### src/rtl/spm_pkg.sv
// Shared types and defaults for the serial-parallel multiplier sequencer.
package spm_pkg;

  // Controller phases: accept, clear the csa chain, stream, present result.
  typedef enum logic [1:0] {
    StIdle  = 2'd0,
    StClear = 2'd1,
    StRun   = 2'd2,
    StDone  = 2'd3
  } state_e;

  localparam int unsigned DefXw     = 8;
  localparam int unsigned DefYw     = 8;
  localparam int unsigned DefSpmLat = 1;

  // Bits needed to hold 0..n; never narrower than one bit.
  function automatic int unsigned cnt_width(input int unsigned n);
    int unsigned w;
    w = $clog2(n + 1);
    return (w < 1) ? 1 : w;
  endfunction

endpackage

### src/rtl/spm_serdes.sv
// Multiplier shift-out and product shift-in for the serial-parallel array.
// The y register feeds the array LSB-first; the product register collects
// returned bits MSB-first so the word ends up LSB-aligned.
module spm_serdes
  import spm_pkg::*;
#(
  parameter int unsigned XW      = DefXw,
  parameter int unsigned YW      = DefYw,
  parameter int unsigned SPM_LAT = DefSpmLat,
  parameter int unsigned CW      = 5
) (
  input  logic               clk,
  input  logic               rst,
  input  logic               i_load,
  input  logic [YW-1:0]      i_y,
  input  logic               i_run,
  input  logic [CW-1:0]      i_cnt,
  input  logic               i_spm_p,
  output logic               o_spm_y,
  output logic [XW+YW-1:0]   o_p
);

  localparam int unsigned PW = XW + YW;
  localparam logic [CW-1:0] YwC = CW'(YW);

  logic [YW-1:0] r_yreg;
  logic [PW-1:0] r_preg;
  logic          w_cap;

  // Product bits only become meaningful once the array latency has elapsed.
  if (SPM_LAT == 0) begin : g_cap_always
    assign w_cap = 1'b1;
  end else begin : g_cap_gated
    localparam logic [CW-1:0] LatC = CW'(SPM_LAT);
    assign w_cap = (i_cnt >= LatC);
  end

  // Load operands on accept, then shift both registers while streaming.
  always_ff @(posedge clk or negedge rst) begin
    if (!rst) begin
      r_yreg <= '0;
      r_preg <= '0;
    end else if (i_load) begin
      r_yreg <= i_y;
      r_preg <= '0;
    end else if (i_run) begin
      r_yreg <= r_yreg >> 1;
      if (w_cap) begin
        r_preg <= {i_spm_p, r_preg[PW-1:1]};
      end
    end
  end

  // Zero-fill after the last multiplier bit flushes the carry chain.
  always_comb begin
    o_spm_y = i_run && (i_cnt < YwC) && r_yreg[0];
  end

  assign o_p = r_preg;

endmodule

### src/rtl/spm_seq_ctrl.sv
// Sequencer for the serial-parallel multiplier: accepts one operand pair,
// clears the csa chain, streams the multiplier and returns the full product.
module spm_seq_ctrl
  import spm_pkg::*;
#(
  parameter int unsigned XW      = DefXw,
  parameter int unsigned YW      = DefYw,
  parameter int unsigned SPM_LAT = DefSpmLat
) (
  input  logic               clk,
  input  logic               rst,
  input  logic               in_valid,
  output logic               in_ready,
  input  logic [XW-1:0]      in_x,
  input  logic [YW-1:0]      in_y,
  output logic               out_valid,
  input  logic               out_ready,
  output logic [XW+YW-1:0]   out_p,
  output logic               busy,
  output logic               spm_clr,
  output logic [XW-1:0]      spm_x,
  output logic               spm_y,
  input  logic               spm_p
);

  // Stream length: every product bit plus the array pipeline delay.
  localparam int unsigned N  = XW + YW + SPM_LAT;
  localparam int unsigned CW = cnt_width(N);
  localparam logic [CW-1:0] CntLast = CW'(N - 1);

  state_e        r_state;
  logic [CW-1:0] r_cnt;
  logic [XW-1:0] r_spm_x;
  logic          r_spm_clr;
  logic          r_out_valid;

  logic          w_accept;
  logic          w_run;

  assign w_accept = (r_state == StIdle) && in_valid;
  assign w_run    = (r_state == StRun);

  // Main FSM; all handshake and array-control outputs are registered here.
  always_ff @(posedge clk or negedge rst) begin
    if (!rst) begin
      r_state     <= StIdle;
      r_cnt       <= '0;
      r_spm_x     <= '0;
      r_spm_clr   <= 1'b0;
      r_out_valid <= 1'b0;
    end else begin
      unique case (r_state)
        StIdle: begin
          if (in_valid) begin
            r_spm_x   <= in_x;
            r_spm_clr <= 1'b1;
            r_state   <= StClear;
          end
        end
        StClear: begin
          r_spm_clr <= 1'b0;
          r_cnt     <= '0;
          r_state   <= StRun;
        end
        StRun: begin
          if (r_cnt == CntLast) begin
            r_out_valid <= 1'b1;
            r_state     <= StDone;
          end else begin
            r_cnt <= r_cnt + CW'(1);
          end
        end
        StDone: begin
          if (out_ready) begin
            r_out_valid <= 1'b0;
            r_state     <= StIdle;
          end
        end
        default: begin
          r_state <= StIdle;
        end
      endcase
    end
  end

  spm_serdes #(
    .XW      (XW),
    .YW      (YW),
    .SPM_LAT (SPM_LAT),
    .CW      (CW)
  ) u_serdes (
    .clk     (clk),
    .rst     (rst),
    .i_load  (w_accept),
    .i_y     (in_y),
    .i_run   (w_run),
    .i_cnt   (r_cnt),
    .i_spm_p (spm_p),
    .o_spm_y (spm_y),
    .o_p     (out_p)
  );

  // Readiness and busy are pure state decodes, so no input reaches them.
  always_comb begin
    in_ready = (r_state == StIdle);
    busy     = (r_state != StIdle);
  end

  assign out_valid = r_out_valid;
  assign spm_clr   = r_spm_clr;
  assign spm_x     = r_spm_x;

endmodule

### config.mk
export PLATFORM = sky130hd
export DESIGN_NAME = spm_seq_ctrl
export DESIGN_NICKNAME = d
export VERILOG_FILES = /design/src/rtl/spm_pkg.sv /design/src/rtl/spm_serdes.sv /design/src/rtl/spm_seq_ctrl.sv
export SDC_FILE = /design/constraint.sdc
export NUM_CORES = 1
export LEC_CHECK = 0
export BUFFER_PORTS_ARGS = -buffer_cell sky130_fd_sc_hd__buf_2
export CAP_MARGIN = 0
export CORE_MARGIN = 2
export CORE_UTILIZATION = 40
export DETAILED_ROUTE_END_ITERATION = 7
export GPL_ROUTABILITY_DRIVEN = 0
export PLACE_DENSITY = 0.69
export SETUP_SLACK_MARGIN = 0.02
export SYNTH_ARGS = -nofsm -noshare
export SYNTH_HDL_FRONTEND = slang
export SYNTH_SLANG_ARGS = --single-unit
### constraint.sdc
create_clock -name clk -period 1.9 [get_ports clk]
set_input_delay 0.285 -clock clk [delete_from_list [all_inputs] [get_ports clk]]
set_output_delay 0.285 -clock clk [all_outputs]
set_load 0.05 [all_outputs]
==> results of run 1 <==
-- per-layer routing --
| metal | share of wire (%) | track usage (%) | vias to the layer above |
|---|---|---|---|
| met5 | 0 | 0 | - |
| met4 | 1.1 | 6.780 | 0 |
| met3 | 6.3 | 3.956 | 9 |
| met2 | 48 | 29.92 | 68 |
| met1 | 45 | 21.59 | 957 |
| li1 | - | - | 943 |
-- layout make-up --
cell class,instances,area (um2),share of cell area (%)
clock buffer,7,96.34,3.406
clock inverter,1,5.005,0.1769
inverter,10,37.54,1.327
multi-input combinational,171,1195,42.24
sequential,41,1026,36.27
tap,75,93.84,3.317
timing repair buffer,64,375.4,13.27
-- sequential cells by signal (all words and copies together) (netlist names) --
signal,count
spm_clr,1
u_serdes.o_p,16
r_cnt,5
u_serdes.r_yreg,8
out_valid,1
spm_x,8
r_state,2
-- path summary, 6_finish.rpt --
path | to | slack, ns
min reg2reg | spm_x[3]$_DFFE_PN0P_ | 0.48
max reg2reg | u_serdes.o_p[10]$_DFFE_PN0P_ | 0.15
min in group asynchronous | u_serdes.o_p[13]$_DFFE_PN0P_ | 0.40
max in group asynchronous | spm_x[6]$_DFFE_PN0P_ | 0.97
max | spm_y | 0.14
min | spm_x[3]$_DFFE_PN0P_ | 0.17
-- Yosys cell counts --
master     number
xnor2_1         2
mux2_2          1
nor4_4          1
or2_2           1
a222oi_1        1
nand2_1        37
a311oi_1        1
a22o_1          1
nand4bb_1       1
a31o_2          1
buf_6           2
and4bb_2        1
a22oi_1        16
nand3_1         4
a211oi_1        1
and2_1          8
mux2i_1        25
buf_4           2
ha_1            8
o32ai_1         1
dfrtp_1        41
o2bb2ai_1       1
clkbuf_1        4
nor2b_1         1
o211ai_1        2
clkbuf_4        1
a21oi_1        17
clkbuf_8        7
and2_2          9
o21ai_0         8
nand2b_1        3
inv_1          10
nor2_1          3
nor3b_1        16
-- cell families after synthesis --
kind of cell             Yosys count  share of synthesized area (%)
AO/OA/AOI/OAI                     50                          13.37
multiplexers                      26                          10.87
XOR/XNOR                           2                         0.7285
flip-flops                        41                          42.66
adder cells (fa/ha/maj)            8                          4.162
buffers and inverters             26                          8.064
AND/OR/NAND/NOR                   85                          20.14
-- critical path, stage by stage, from the launching register on --
cell and delay [ns]:
dfrtp_1 0.41, inv_1 0.13, ha_2 0.26, nand2_1 0.10
nor2_4 0.09, buf_4 0.20
-- power groups by stage --
| stage | sequential, mW | clock (mW) | combinational, mW |
|---|---|---|---|
| floorplan | 2.34 | 0 | 1.80 |
| global placement | 1.52 | 0 | 3.21 |
| detailed placement | 1.53 | 0 | 3.28 |
| CTS | 1.52 | 0.659 | 3.30 |
| global route | 1.57 | 0.699 | 3.59 |
| finish | 1.52 | 0.635 | 3.30 |
-- what timing repair did --
action | CTS | global route
buffers inserted | 0 | 1
hold buffers | 1 | 0
setup endpoints to repair | 1 | 11
pin swaps | 0 | 1
gates cloned | 0 | 0
hold endpoints to repair | 11 | 0
gates resized for setup | 1 | 1
-- per-stage QoR --
step                      area [um2]  hold slack, ns  power [mW]
after floorplan                 2412        -0.01059       4.136
after global placement          2705          0.1954       4.723
after detailed placement        2705          0.1941       4.818
after CTS                       2819          0.1676       5.479
after global routing            2829          0.1817       5.862
final                           2829          0.1743       5.448
==> flow_metrics.py, run 1 <==
metrics = {
    "sta": {
        "maxSlewHeadroom_pct": 50.70,
        "fmax_ghz": 0.5682,
        "finalCritPeriodShare_pct": 92.64,
        "tightest_slew_ns": 0.7387,
        "rsz0062_at_grt": "true",
        "setup_viol": 0,
        "fin_ws_ns": 0.1399,
        "hold_viol_final": 0,
        "period_minus_slack_ns": 1.760,
        "fin_skew_ns": 0.009808,
        "fin_tns_setup_ns": 0,
        "maxSlewViolCount": 0,
    },
    "floorplan": {
        "core_area_mm2": 0.005851,
        "die_y_um": 81.54,
        "ios": 50,
        "start_util_pct": 41.10,
        "fp.dieArea_mm2": 0.006648,
        "rows": 28,
        "die_w_um": 81.54,
    },
    "yosys": {
        "synth.top_cells.by_area": "dfrtp_1 43%, mux2i_1 10%, nand2_1 5.8%, a22oi_1 5.0%, nor3b_1 5.0%",
        "synth.distinct_cells": 34,
        "syn_inst": 238,
        "synth_seq_cells": 41,
        "synth_area_mm2": 0.002405,
        "yosysTopAreaCell": "dfrtp_1",
        "netlist.area_leader.share_pct": 42.66,
        "synth-seq-area-share_pct": 42.66,
        "syn_area_per_cell_um2": 10.10,
        "yosys_warnings": 0,
        "synthesis.nets": 267,
    },
    "power_and_ir_drop": {
        "pwr-share-seq_pct": 27.8,
        "swShare_pct": 49.40,
        "power_leakage_nw": 1.369,
        "power.share.clock_pct": 11.7,
        "ir_drop_v": 0.001144,
        "power.density_mw_per_mm2": 1926,
        "internal-power_mw": 2.757,
        "p_sw_mw": 2.691,
        "combPwrFrac_pct": 60.5,
    },
    "setup_path": {
        "reg2reg_from": "r_state[0]$_DFFE_PN0P_",
        "cp.arrival_ns": 1.48,
        "r2r_cells": 5,
        "critPathKind": "flop to output pin",
        "cp-end-kind": "output pin",
        "crit_path_start": "r_state[0]$_DFFE_PN0P_",
        "cp-start-kind": "flop",
        "critPathRequiredTime_ns": 1.62,
        "crit_fanout": 6,
    },
    "routing": {
        "final_antenna_net_count": 0,
        "drc_errors": 0,
        "via_per_inst": 5.358,
        "drtIter0Drc": 92,
        "drt-pass1-iter-count": 4,
        "wl_per_cell_um": 14.49,
        "drt_wl_total_um": 5346,
        "vias": 1977,
    },
    "placement": {
        "dp_cells": 359,
        "io_buffer_count": 49,
        "place_ws_ns": 0.1087,
        "dp_hpwl_um": 3689,
    },
    "clock_tree": {
        "clkTransAtPathRegs_ns": 0.08,
        "numCtsBuffers": 5,
        "worstSkewPairLatency_ns": 0.30,
        "cts_root_buffer": "clkbuf_8",
        "cts_tree": "done",
        "cts_buffer_depth": 2,
        "h-tree-depth": 2,
        "numClockSinks": 41,
    },
    "worst_hold_path": {
        "holdPathStages": 3,
        "hold_class": "input pin to flop",
        "worstHoldStart": "in_x[3]",
    },
    "cells_and_area": {
        "stdcell_count": 369,
        "post_route_cells_drive_above_1_share_pct": 29.59,
        "final_common_cell": "buf_2",
        "fin_nets": 322,
        "syn2layout_area_growth_pct": 17.64,
        "fin_util_pct": 48.35,
        "final_cell_mix": "48 x buf_2, 41 x dfrtp_1, 37 x nand2_1",
        "diodes": 0,
        "fill_cells": 561,
    },
    "run": {
        "maxCapViolations": 0,
    },
    "grt": {
        "first_global_vias": 1988,
        "grtUsageTotal_pct": 17.56,
        "antenna_found_initial": 0,
        "grt_max_degree": 26,
        "grt-ovfl-total": 0,
        "grt_pass1_wl_um": 9066,
    },
    "run_status": {
        "outcome": "completed",
    },
}
Note: power is estimated with default switching activity, not from simulation.
==> run 2: changes to the inputs <==
- BUFFER_PORTS_ARGS: -buffer_cell sky130_fd_sc_hd__buf_2 -> -buffer_cell sky130_fd_sc_hd__buf_4
- CTS_CLUSTER_SIZE: unset -> 24
==> run 2 against run 1 <==
  * Clock skew down 0.0064 ns
  * Combinational power rose by 5%
  * Register-to-register slack got worse by 0.02 ns
  * Die area unchanged
  * Sequential power about the same
  * Cell count shrank 0.54%
  * Largest cell class unchanged
  * Flip-flop and latch count did not move
  * Via count down 1.6%
  * Sequential share of layout area decreased by 2.0 points
  * Power is 7.6% higher
  * Worst hold slack better by 0.0022 ns
==> flow_metrics.py, run 2 (synthesis results as in run 1) <==
metrics = {
    "run_status": {
        "outcome": "completed",
    },
    "setup_path": {
        "r2r_end": "r_state[1]$_DFFE_PN0P_",
        "r2r_cells": 5,
        "path_buf_inv": 2,
        "reg2reg_from": "r_cnt[1]$_DFFE_PN0P_",
        "cp-start-kind": "flop",
        "cp.arrival_ns": 1.53,
        "crit_chain": "buf_4 > or2_2 > nor2_4 > buf_8",
        "slowest_delay_ns": 0.44,
        "crit_fanout": 7,
        "cp-end-kind": "output pin",
        "critPathKind": "flop to output pin",
        "reg2reg_slack_ns": 0.13,
        "cpMaxStageDelayCell": "dfrtp_2",
        "path_delay_family": "simple AND/OR/NAND/NOR gates",
        "critPathRequiredTime_ns": 1.62,
    },
    "routing": {
        "vias": 1946,
        "via_per_inst": 5.302,
        "final_antenna_net_count": 0,
        "drt-pass1-iter-count": 4,
        "drtIter0Drc": 97,
        "wl_per_cell_um": 14.46,
        "drc_errors": 0,
        "drt_wl_total_um": 5306,
    },
    "grt": {
        "grt-ovfl-total": 0,
        "first_global_vias": 1966,
        "grt_pass1_wl_um": 9108,
        "grt_max_degree": 42,
        "antenna_found_initial": 0,
        "grtUsageTotal_pct": 17.40,
    },
    "sta": {
        "maxSlewHeadroom_pct": 53.80,
        "fin_skew_ns": 0.003367,
        "period_minus_slack_ns": 1.812,
        "rsz0062_at_grt": "false",
        "tightest_slew_ns": 0.6923,
        "setup_viol": 0,
        "fin_tns_setup_ns": 0,
        "hold_viol_final": 0,
        "maxSlewViolCount": 0,
        "fmax_ghz": 0.5518,
        "finalCritPeriodShare_pct": 95.39,
    },
    "worst_hold_path": {
        "hold_end": "spm_x[0]$_DFFE_PN0P_",
        "holdPathStages": 3,
        "worstHoldStart": "in_x[0]",
        "hold_class": "input pin to flop",
    },
    "clock_tree": {
        "h-tree-depth": 2,
        "worstSkewPairLatency_ns": 0.29,
        "numCtsBuffers": 5,
        "cts_tree": "done",
        "clkTransAtPathRegs_ns": 0.08,
        "numClockSinks": 41,
        "cts_root_buffer": "clkbuf_8",
        "cts_buffer_depth": 2,
    },
    "floorplan": {
        "start_util_pct": 41.10,
        "die_w_um": 81.54,
        "ios": 50,
        "core_area_mm2": 0.005851,
        "rows": 28,
        "fp.dieArea_mm2": 0.006648,
        "die_y_um": 81.54,
    },
    "cells_and_area": {
        "post_route_cells_drive_above_1_share_pct": 29.79,
        "final_common_cell": "buf_4",
        "syn2layout_area_growth_pct": 24.82,
        "final_cell_mix": "58 x buf_4, 40 x dfrtp_1, 37 x nand2_1",
        "diodes": 0,
        "largest_reg_flops": 16,
        "fin_nets": 320,
    },
    "power_and_ir_drop": {
        "ir_drop_v": 0.001144,
        "power_mw": 5.862,
        "power_leakage_nw": 1.408,
        "power.density_mw_per_mm2": 1953,
    },
    "run": {
        "maxCapViolations": 0,
    },
    "placement": {
        "dp_hpwl_um": 3572,
        "io_buffer_count": 49,
    },
}
[run 2: through the flow]
stage	hold slack, ns	cells	util [%]	area [um2]	setup WS, ns
global route	0.1646	367	51.30	3002	0.02425
detailed placement	0.3155	357	48.29	2825	0.1198
floorplan	-0.01059	238	-	2412	0.06309
CTS	0.1618	366	50.92	2979	0.02644
finish	0.1766	367	51.30	3002	0.08759
global placement	0.3131	357	48.29	2825	0.1240
[run 2: report_power, final]
group	internal, mW	switching, mW	leakage (nW)
registers	1.26	0.294	0.519
logic	1.35	2.12	0.820
clock network	0.529	0.316	0.0687
total	3.14	2.73	1.41
[run 2: cell type report]
type | instances | area (um2)
fill | 538 | 2849
timing repair buffer | 62 | 500.5
clock inverter | 3 | 68.82
clock buffer | 5 | 68.82
tap | 75 | 93.84
sequential | 41 | 1027
inverter | 10 | 37.54
multi-input combinational | 171 | 1205
[run 2: how the worst max path moves through the flow]
| stage | from | to | slack, ns | cells past startpoint |
|---|---|---|---|---|
| 2_1_floorplan | r_state[0]$_DFFE_PN0P_ | r_state[1]$_DFFE_PN0P_ | 0.06 | 4 |
| 3_3_place_gp | r_cnt[1]$_DFFE_PN0P_ | r_state[1]$_DFFE_PN0P_ | 0.12 | 5 |
| 3_5_place_dp | r_cnt[1]$_DFFE_PN0P_ | r_state[1]$_DFFE_PN0P_ | 0.12 | 5 |
| 4_1_cts | r_state[0]$_DFFE_PN0P_ | spm_y | 0.03 | 6 |
| 5_1_grt | r_cnt[3]$_DFFE_PN0P_ | spm_y | 0.02 | 4 |
| 6_report | r_cnt[3]$_DFFE_PN0P_ | spm_y | 0.09 | 4 |
[run 2: worst min-delay path, cell delays in order]
cell     delay (ns)
buf_4          0.07
nand2_1        0.04
nand2_1        0.04
[run 2: what timing repair did]
action / CTS / global route
resized for setup: 2 / 4
setup buffers: 0 / 1
pin swaps: 0 / 1
hold endpoints to repair: 41 / 0
hold buffers: 1 / 0
setup endpoints to repair: 1 / 3
[run 2: routing by layer]
metal | share of wire (%) | wire length [um] | GRT usage [%] | up-vias
met5 | 0 | 0 | 0 | -
met4 | 1.6 | 86 | 5.254 | 0
met3 | 6.4 | 342 | 4.505 | 11
met2 | 45 | 2402 | 29.10 | 62
met1 | 47 | 2475 | 22.09 | 937
li1 | - | - | - | 936
